File: src/rtl/aq_spsram_1024x16_mstr.sv
// ---------------------------------------------------------------------------
// aq_spsram_1024x16_mstr
//
// Initiator-side controller for the 1024x16 single-port SRAM macro.
// Converts a valid/ready request stream (read/write with per-bit write mask)
// into the macro pin protocol (A, CEN, GWEN, WEN, D, Q) and returns read data
// on a valid/ready response channel. After reset (when INIT_EN=1), or on an
// accepted init_req, it sweeps every word and writes INIT_VAL to it.
//
// Ports:
//   CLK        in   clock, all logic on the rising edge
//   RST        in   synchronous active-high reset
//   init_req   in   pulse: request a re-initialisation sweep (idle RUN only)
//   init_done  out  high while the controller is in RUN
//   req_vld    in   request valid
//   req_rdy    out  request ready
//   req_wr     in   1 = write, 0 = read
//   req_addr   in   word address
//   req_wdata  in   write data
//   req_bmask  in   per-bit write enable, 1 = write this bit
//   rsp_vld    out  read data valid
//   rsp_rdy    in   response ready
//   rsp_rdata  out  read data
//   sram_a     out  macro address
//   sram_cen   out  macro chip enable, active low
//   sram_gwen  out  macro global write enable, active low
//   sram_wen   out  macro per-bit write enable, active low
//   sram_d     out  macro write data
//   sram_q     in   macro read data, valid the cycle after a read access
//
// Read timing: a read fired in cycle t is captured from sram_q at the end of
// cycle t+1 and presented on rsp_vld/rsp_rdata from cycle t+2 onward.
// ---------------------------------------------------------------------------
module aq_spsram_1024x16_mstr #(
    parameter int unsigned            ADDR_WIDTH = 10,
    parameter int unsigned            DATA_WIDTH = 16,
    parameter bit                     INIT_EN    = 1'b1,
    parameter logic [DATA_WIDTH-1:0]  INIT_VAL   = 16'h0000
) (
    input  logic                  CLK,
    input  logic                  RST,
    input  logic                  init_req,
    output logic                  init_done,
    input  logic                  req_vld,
    output logic                  req_rdy,
    input  logic                  req_wr,
    input  logic [ADDR_WIDTH-1:0] req_addr,
    input  logic [DATA_WIDTH-1:0] req_wdata,
    input  logic [DATA_WIDTH-1:0] req_bmask,
    output logic                  rsp_vld,
    input  logic                  rsp_rdy,
    output logic [DATA_WIDTH-1:0] rsp_rdata,
    output logic [ADDR_WIDTH-1:0] sram_a,
    output logic                  sram_cen,
    output logic                  sram_gwen,
    output logic [DATA_WIDTH-1:0] sram_wen,
    output logic [DATA_WIDTH-1:0] sram_d,
    input  logic [DATA_WIDTH-1:0] sram_q
);

    typedef enum logic [0:0] {
        ST_INIT = 1'b0,
        ST_RUN  = 1'b1
    } state_t;

    localparam logic [ADDR_WIDTH-1:0] ADDR_ZERO = {ADDR_WIDTH{1'b0}};
    localparam logic [ADDR_WIDTH-1:0] ADDR_LAST = {ADDR_WIDTH{1'b1}};
    localparam logic [ADDR_WIDTH-1:0] ADDR_ONE  = {{(ADDR_WIDTH-1){1'b0}}, 1'b1};
    localparam logic [DATA_WIDTH-1:0] DATA_ZERO = {DATA_WIDTH{1'b0}};
    localparam logic [DATA_WIDTH-1:0] DATA_ONES = {DATA_WIDTH{1'b1}};
    localparam state_t                ST_RESET  = INIT_EN ? ST_INIT : ST_RUN;

    state_t                  state_r;
    state_t                  state_nxt_s;
    logic [ADDR_WIDTH-1:0]   init_cnt_r;
    logic [ADDR_WIDTH-1:0]   init_cnt_nxt_s;
    logic                    init_done_r;
    logic                    rd_pend_r;
    logic                    rsp_vld_r;
    logic [DATA_WIDTH-1:0]   rsp_rdata_r;

    logic                    req_rdy_s;
    logic                    fire_s;
    logic                    wr_fire_s;
    logic                    init_acc_s;

    logic [ADDR_WIDTH-1:0]   sram_a_s;
    logic                    sram_cen_s;
    logic                    sram_gwen_s;
    logic [DATA_WIDTH-1:0]   sram_wen_s;
    logic [DATA_WIDTH-1:0]   sram_d_s;

    // Request handshake and init_req acceptance qualifiers.
    always_comb begin
        req_rdy_s  = 1'b0;
        fire_s     = 1'b0;
        wr_fire_s  = 1'b0;
        init_acc_s = 1'b0;
        if (state_r == ST_RUN) begin
            // One outstanding read at most; the same gate applies to writes,
            // which keeps responses strictly in request order.
            req_rdy_s  = !rd_pend_r && (!rsp_vld_r || rsp_rdy);
            fire_s     = req_vld && req_rdy_s;
            wr_fire_s  = fire_s && req_wr;
            // Re-init only from a fully quiet controller; never queued.
            init_acc_s = init_req && !rd_pend_r && !rsp_vld_r && !fire_s;
        end else begin
            req_rdy_s  = 1'b0;
            fire_s     = 1'b0;
            wr_fire_s  = 1'b0;
            init_acc_s = 1'b0;
        end
    end

    // Next-state and sweep counter logic.
    always_comb begin
        state_nxt_s    = state_r;
        init_cnt_nxt_s = init_cnt_r;
        case (state_r)
            ST_INIT: begin
                // Terminal compare on the last address keeps the counter at
                // ADDR_WIDTH bits without ever re-issuing address 0 in a sweep.
                if (init_cnt_r == ADDR_LAST) begin
                    state_nxt_s    = ST_RUN;
                    init_cnt_nxt_s = ADDR_ZERO;
                end else begin
                    state_nxt_s    = ST_INIT;
                    init_cnt_nxt_s = init_cnt_r + ADDR_ONE;
                end
            end
            ST_RUN: begin
                if (init_acc_s) begin
                    state_nxt_s    = ST_INIT;
                    init_cnt_nxt_s = ADDR_ZERO;
                end else begin
                    state_nxt_s    = ST_RUN;
                    init_cnt_nxt_s = init_cnt_r;
                end
            end
            default: begin
                state_nxt_s    = ST_RESET;
                init_cnt_nxt_s = ADDR_ZERO;
            end
        endcase
    end

    // Macro pin multiplexer: sweep writes in INIT, request pass-through in RUN.
    always_comb begin
        sram_a_s    = ADDR_ZERO;
        sram_cen_s  = 1'b1;
        sram_gwen_s = 1'b1;
        sram_wen_s  = DATA_ONES;
        sram_d_s    = DATA_ZERO;
        case (state_r)
            ST_INIT: begin
                sram_a_s    = init_cnt_r;
                sram_cen_s  = 1'b0;
                sram_gwen_s = 1'b0;
                sram_wen_s  = DATA_ZERO;
                sram_d_s    = INIT_VAL;
            end
            ST_RUN: begin
                sram_a_s    = req_addr;
                sram_d_s    = req_wdata;
                sram_cen_s  = !fire_s;
                sram_gwen_s = !wr_fire_s;
                // A zero mask still issues the access; every bit stays masked.
                if (wr_fire_s) begin
                    sram_wen_s = ~req_bmask;
                end else begin
                    sram_wen_s = DATA_ONES;
                end
            end
            default: begin
                sram_a_s    = ADDR_ZERO;
                sram_cen_s  = 1'b1;
                sram_gwen_s = 1'b1;
                sram_wen_s  = DATA_ONES;
                sram_d_s    = DATA_ZERO;
            end
        endcase
    end

    // State, sweep counter and init_done registers.
    always_ff @(posedge CLK) begin
        if (RST) begin
            state_r     <= ST_RESET;
            init_cnt_r  <= ADDR_ZERO;
            init_done_r <= !INIT_EN;
        end else begin
            state_r     <= state_nxt_s;
            init_cnt_r  <= init_cnt_nxt_s;
            init_done_r <= (state_nxt_s == ST_RUN);
        end
    end

    // Read pipeline: pending flag, then capture of sram_q into the response.
    always_ff @(posedge CLK) begin
        if (RST) begin
            rd_pend_r   <= 1'b0;
            rsp_vld_r   <= 1'b0;
            rsp_rdata_r <= DATA_ZERO;
        end else begin
            // req_rdy is low while rd_pend is set, so no fire can overlap it.
            rd_pend_r <= fire_s && !req_wr;
            // Capture takes priority over a response handshake in the same edge.
            if (rd_pend_r) begin
                rsp_vld_r   <= 1'b1;
                rsp_rdata_r <= sram_q;
            end else if (rsp_vld_r && rsp_rdy) begin
                rsp_vld_r   <= 1'b0;
                rsp_rdata_r <= rsp_rdata_r;
            end else begin
                rsp_vld_r   <= rsp_vld_r;
                rsp_rdata_r <= rsp_rdata_r;
            end
        end
    end

    assign init_done = init_done_r;
    assign req_rdy   = req_rdy_s;
    assign rsp_vld   = rsp_vld_r;
    assign rsp_rdata = rsp_rdata_r;
    assign sram_a    = sram_a_s;
    assign sram_cen  = sram_cen_s;
    assign sram_gwen = sram_gwen_s;
    assign sram_wen  = sram_wen_s;
    assign sram_d    = sram_d_s;

endmodule

File: config.mk
export PLATFORM = sky130hd
export DESIGN_NAME = aq_spsram_1024x16_mstr
export DESIGN_NICKNAME = d
export VERILOG_FILES = /design/src/rtl/aq_spsram_1024x16_mstr.sv
export SDC_FILE = /design/constraint.sdc
export NUM_CORES = 1
export LEC_CHECK = 0
export CAP_MARGIN = 20
export CORE_MARGIN = 2
export CORE_UTILIZATION = 33
export CTS_CLUSTER_DIAMETER = 80
export CTS_CLUSTER_SIZE = 24
export DETAILED_ROUTE_END_ITERATION = 16
export PLACE_DENSITY = 0.84
export SKIP_LAST_GASP = 1
export SYNTH_ARGS = -nofsm -noshare
export SYNTH_HDL_FRONTEND = slang
export SYNTH_SLANG_ARGS = --single-unit
File: constraint.sdc
create_clock -name CLK -period 1.9 [get_ports CLK]
set_clock_uncertainty 0.05 [all_clocks]
set_input_delay 0.475 -clock CLK [delete_from_list [all_inputs] [get_ports CLK]]
set_output_delay 0.475 -clock CLK [all_outputs]
set_load 0.05 [all_outputs]
==> impl_metrics.py, run 1 <==
metrics = {
    "synth": {
        "ys_seq_area_share_pct": 37.2,
        "syn-num-nets": 249,
        "syn-cell-area_um2": 1560,
        "yosysTopAreaCellShare_pct": 37.2,
        "ys_ff_latch": 29,
        "synth-async-reset-ratio_pct": 0,
        "ys_types": 31,
        "syn_inst": 184,
        "synth_ff_type": "dfxtp_1",
        "synth-edff-count": 0,
        "yosysTopAreaCell": "dfxtp_1",
        "synth_area_leaders": "dfxtp_1 37%, mux2i_1 11%, mux2_2 7.2%, and2_1 6.8%, o21ai_0 6.4%",
        "synth_area_per_cell_um2": 8.48,
        "yosys_warnings": 0,
    },
    "global_route": {
        "grt_util_all_layers_pct": 24.2,
        "grt_util_met2_pct": 43.6,
        "grt.busiest_layer": "met2",
        "grt_use_met3_pct": 8.29,
        "gr-usage-met1_pct": 25.9,
        "first_global_vias": 1967,
        "grt_max_degree": 20,
        "grt_overflow": 0,
        "grt_pass1_wl_um": 9780,
        "antenna_found_initial": 0,
    },
    "layout": {
        "area_growth_pct": 142,
        "fill_cells": 235,
        "diodes": 0,
        "fin_nets": 393,
        "fin_cells": 383,
        "fin_area_um2": 3780,
        "post-route-util_pct": 81.7,
        "drive_above_1_share_pct": 45.3,
    },
    "sta": {
        "worst_pin_slew_ns": 0.290,
        "drv_slew": 0,
        "hold_viol_final": 0,
        "fmax_mhz": 469,
        "fin_crit_sh_pct": 112,
        "hold_slack_ns": 0.449,
        "finalSetupViolCount": 18,
        "fin_ws_ns": -0.230,
        "maxSlewHeadroom_pct": 80.7,
        "period_needed_ns": 2.13,
        "rsz0062_at_grt": "true",
    },
    "routing": {
        "drc_errors": 0,
        "vias_per_cell": 5.40,
        "ant_nets": 0,
        "wl_per_cell_um": 19.6,
        "first_pass_iters": 4,
        "routed_wl_um": 7490,
        "vias": 2068,
        "drt_iter0_drc": 124,
    },
    "pwr": {
        "powerDensity_nw_per_um2": 404,
        "peakVddDrop_uv": 573,
        "total_leakage_power_nw": 1.51,
    },
    "placed_design": {
        "io_buffers": 126,
        "dpl_worst_slack_ns": -0.736,
        "placed_cell_area_um2": 3370,
        "dp_cells": 363,
        "hpwl_um": 4110,
        "globalplace.congestion": 0.753,
    },
    "flow_run": {
        "maxCapViolations": 0,
    },
    "setup_path": {
        "crit_required_ns": 1.37,
        "critPathLaunchType": "primary input",
        "critPathKind": "primary input to output port",
        "end_kind": "output port",
        "cp_max_fo": 6,
        "worstPathArrival_ns": 1.61,
        "worst-r2r-setup-slack_ns": 0.12,
    },
    "status": {
        "violations": "negative setup slack",
        "status": "complete, but fails checks",
    },
    "clock_network": {
        "cts_sinks": 29,
        "clock-root-buffer": "clkbuf_8",
        "cts.reportedPaths.clkPinSlew_ns": 0.06,
        "htree_levels": 2,
        "tritoncts": "built",
        "insertion_delay_ns": 0.29,
        "cts_buffers": 5,
        "cts_buffer_depth": 2,
        "hold_buffers": 0,
    },
    "die": {
        "core-area_um2": 4630,
        "die_y_um": 72.8,
        "die-area_um2": 5290,
        "std_cell_rows": 25,
        "die_w_um": 72.8,
        "initial_core_util_pct": 33.7,
        "ioPinCount": 127,
    },
    "hold_path": {
        "hp-class": "flop to flop",
    },
}
==> timing repair <==
item / CTS / global route
gates resized for setup: 37 / 27
setup endpoints to repair: 25 / 39
setup buffers: 6 / 4
pin swaps: 2 / 1
gates cloned: 1 / 1
==> critical path, stage by stage <==
cell and delay [ns]:
buf_8 0.09, inv_8 0.03, a211o_1 0.31, o21ai_4 0.25
clkbuf_16 0.23, o21ai_4 0.07, buf_6 0.16
==> cell families after synthesis <==
| kind of cell | after synthesis | synth area share (%) |
|---|---|---|
| AND/OR/NAND/NOR | 64 | 21.1 |
| adder cells (fa/ha/maj) | 1 | 0.802 |
| flip-flops | 29 | 37.2 |
| AO/OA/AOI/OAI | 43 | 16.6 |
| buffers and inverters | 20 | 6.17 |
| multiplexers | 27 | 18.1 |
==> synth_stat cells, types with 2 or more instances <==
library cell and number:
nand4b_1 2, inv_1 5, a31oi_1 5, mux2_2 10
and4_1 2, nor2_1 26, mux2i_1 17, nand3_1 3
buf_2 5, clkbuf_1 6, a21oi_1 10, o21ai_0 20
o211ai_1 2, and2_1 17, buf_1 2, dfxtp_1 29
buf_6 2, nand2_1 8
==> cells in the final DEF (no fill, tap or decap), types with 2 or more instances in the layout <==
master / netlist / final
a21oi_1: 10 / 8
a31oi_1: 5 / 5
and2_1: 17 / 6
and2_4: 0 / 11
and4_1: 2 / 2
buf_12: 0 / 33
buf_4: 0 / 34
buf_6: 2 / 19
buf_8: 0 / 3
clkbuf_16: 0 / 2
clkbuf_8: 0 / 6
clkdlybuf4s50_1: 0 / 60
dfxtp_1: 29 / 26
dfxtp_2: 0 / 2
inv_2: 0 / 2
mux2_2: 10 / 2
mux2_4: 0 / 8
mux2i_1: 17 / 17
nand2_1: 8 / 8
nand3_1: 3 / 3
nand4b_1: 2 / 2
nor2_1: 26 / 26
o211ai_1: 2 / 2
o21ai_0: 20 / 4
o21ai_4: 0 / 17
==> sequential cells by signal, indices dropped and copies added (netlist names) <==
name,cells
rsp_rdata,16
init_cnt_r,10
init_done,1
rd_pend_r,1
rsp_vld,1
==> metal layers <==
layer  vias up  part of all wire, %
met2       127                   50
met1       984                   38
li1        932                    -
met3        25                  9.3
met4         0                  3.2
met5         -                    0
==> per-stage QoR <==
step	total power, mW	TNS [ns]
floorplan	0.682	-3.32
global placement	0.855	-12.07
detailed placement	0.861	-12.83
CTS	1.52	-3.12
global route	1.58	-4.24
finish	1.53	-3.47
==> worst paths after layout <==
path	startpoint	end	cells past startpoint
setup / recovery	req_vld	sram_wen[7]	7
hold / removal	rsp_rdata[6]	rsp_rdata[6]	2
setup reg to reg	init_cnt_r[0]	init_cnt_r[9]	5
hold reg to reg	rsp_rdata[6]	rsp_rdata[6]	2
==> cell type report <==
class	instances	area (um2)	share of cell area (%)
Multi-Input combinational cell	135	1140	30.2
Clock buffer	7	86.3	2.28
Tap cell	54	67.6	1.79
Clock inverter	1	30.0	0.794
Sequential cell	29	587	15.5
Inverter	5	32.5	0.860
Timing Repair Buffer	152	1830	48.5
==> power breakdown <==
| part | internal (mW) | switching (mW) | total, mW |
|---|---|---|---|
| combinational | 0.159 | 0.0893 | 0.248 |
| clock | 0.427 | 0.231 | 0.658 |
| sequential | 0.612 | 0.00791 | 0.620 |
Power figures use the tool's default switching activity.
==> inputs of run 2 (changes only) <==
--- a/config.mk
+++ b/config.mk
@@ -11,6 +11,7 @@
 export CTS_CLUSTER_DIAMETER = 80
 export CTS_CLUSTER_SIZE = 24
 export DETAILED_ROUTE_END_ITERATION = 16
+export MAX_ROUTING_LAYER = met4
 export PLACE_DENSITY = 0.84
 export SKIP_LAST_GASP = 1
 export SYNTH_ARGS = -nofsm -noshare
==> run 2 against run 1 <==
  * Maximum frequency increased by 0.13%
  * Cell area stayed put
  * Global-route usage increased by 0.68 points
  * Highest routed layer unchanged
  * Clock-buffer cell count unchanged
  * Combinational power about the same
  * The run still ends with negative setup slack left
  * Die area is the same
  * Non-clock buffer count stayed put
  * Critical path depth unchanged
  * Sequential share of layout area unchanged
  * Sequential power hardly changed
  * Clock power is 0.6% higher
  * Worst hold slack barely moved
==> impl_metrics.py, run 2 (synthesis results as in run 1) <==
metrics = {
    "sta": {
        "worst_pin_slew_ns": 0.289,
        "rsz0062_at_grt": "true",
        "drv_slew": 0,
        "hold_slack_ns": 0.450,
        "hold_viol_final": 0,
        "fin_ws_ns": -0.228,
        "period_needed_ns": 2.13,
        "finalSetupViolCount": 20,
        "maxSlewHeadroom_pct": 80.7,
        "fmax_mhz": 470,
        "fin_crit_sh_pct": 112,
    },
    "routing": {
        "drc_errors": 0,
        "drt_iter0_drc": 115,
        "ant_nets": 0,
        "vias": 2065,
        "first_pass_iters": 4,
        "routed_wl_um": 7540,
        "wl_per_cell_um": 19.7,
        "vias_per_cell": 5.39,
    },
    "global_route": {
        "grt_max_degree": 20,
        "grt_overflow": 0,
        "antenna_found_initial": 0,
        "grt_util_all_layers_pct": 24.9,
        "grt_pass1_wl_um": 9770,
        "first_global_vias": 1970,
    },
    "status": {
        "violations": "negative setup slack",
        "status": "complete, but fails checks",
    },
    "clock_network": {
        "cts_buffer_depth": 2,
        "hold_buffers": 0,
        "insertion_delay_ns": 0.29,
        "clock-root-buffer": "clkbuf_8",
        "cts.reportedPaths.clkPinSlew_ns": 0.06,
        "tritoncts": "built",
        "cts_sinks": 29,
        "htree_levels": 2,
        "cts_buffers": 5,
    },
    "die": {
        "die_y_um": 72.8,
        "die-area_um2": 5290,
        "initial_core_util_pct": 33.7,
        "die_w_um": 72.8,
        "core-area_um2": 4630,
        "ioPinCount": 127,
        "std_cell_rows": 25,
    },
    "layout": {
        "fill_cells": 235,
        "area_growth_pct": 142,
        "fin_nets": 393,
        "diodes": 0,
        "mostFrequentLayoutCells": "60 x clkdlybuf4s50_1, 34 x buf_4, 33 x buf_12",
        "final_common_cell": "clkdlybuf4s50_1",
        "largest_reg_flops": 16,
        "drive_above_1_share_pct": 45.3,
    },
    "placed_design": {
        "globalplace.congestion": 0.762,
        "hpwl_um": 4110,
        "dpl_worst_slack_ns": -0.736,
        "io_buffers": 126,
    },
    "setup_path": {
        "critPathKind": "primary input to output port",
        "crit_required_ns": 1.37,
        "end_kind": "output port",
        "worstPathArrival_ns": 1.60,
        "critPathLaunchType": "primary input",
        "cp_max_fo": 6,
    },
    "pwr": {
        "peakVddDrop_uv": 576,
        "total_leakage_power_nw": 1.51,
        "powerDensity_nw_per_um2": 405,
    },
    "flow_run": {
        "maxCapViolations": 0,
    },
    "hold_path": {
        "hp-class": "flop to flop",
    },
}
-- run 2: cell counts in the layout (fill, tap and decap cells not counted) --
Identical to the previous run, type by type.
-- run 2: layout make-up --
| class | count | area [um2] | share of cell area [%] |
|---|---|---|---|
| flip-flops and latches | 29 | 587 | 15.5 |
| multi-input cells | 135 | 1140 | 30.2 |
| well taps | 54 | 67.6 | 1.79 |
| repair buffers | 152 | 1830 | 48.5 |
| clock inverters | 1 | 30.0 | 0.794 |
| clock buffers | 7 | 86.3 | 2.28 |
| inverters | 5 | 32.5 | 0.860 |
-- run 2: where the power goes --
group	switching [mW]	leakage (nW)	total, mW	internal [mW]
Combinational	0.0893	1.21	0.248	0.159
Clock	0.235	0.0585	0.662	0.427
Sequential	0.00795	0.236	0.620	0.612
-- run 2: final timing paths --
path	from	to	slack [ns]	cells past startpoint
min reg2reg	rsp_rdata[6]	rsp_rdata[6]	0.45	2
max reg2reg	init_cnt_r[0]	init_cnt_r[9]	0.11	5
max	req_vld	sram_wen[7]	-0.23	7
min	rsp_rdata[6]	rsp_rdata[6]	0.45	2
-- run 2: what timing repair did --
item / 4_1_cts / 5_1_grt
setup endpoints to repair: 25 / 39
gates resized for setup: 37 / 27
setup buffers: 6 / 4
gates cloned: 1 / 1
pin swaps: 2 / 1
-- run 2: critical path, cell delays in order --
cell       delay [ns]
buf_8            0.09
inv_8            0.03
a211o_1          0.31
o21ai_4          0.24
clkbuf_16        0.22
o21ai_4          0.07
buf_6            0.16
-- run 2: per-layer routing --
layer  wire [um]  vias up  part of all wire, %  global-route usage [%]
met5           0        -                    0                       -
met4         198        0                  2.6                    8.85
met3         645       21                  8.6                    7.04
met2        3750      133                   50                    43.6
met1        2940      979                   39                    26.6
li1            -      932                    -                       -
-- run 2: stage by stage --
step           total power [mW]  util (%)  setup TNS (ns)  cells  area (um2)
2_1_floorplan             0.682         -           -3.32    184        1800
3_5_place_dp              0.861      72.9          -12.83    363        3370
4_1_cts                    1.52      78.8           -3.12    378        3650
6_report                   1.53      81.7           -3.46    383        3780
5_1_grt                    1.58      81.7           -4.30    383        3780
3_3_place_gp              0.855      72.9          -12.07    363        3370
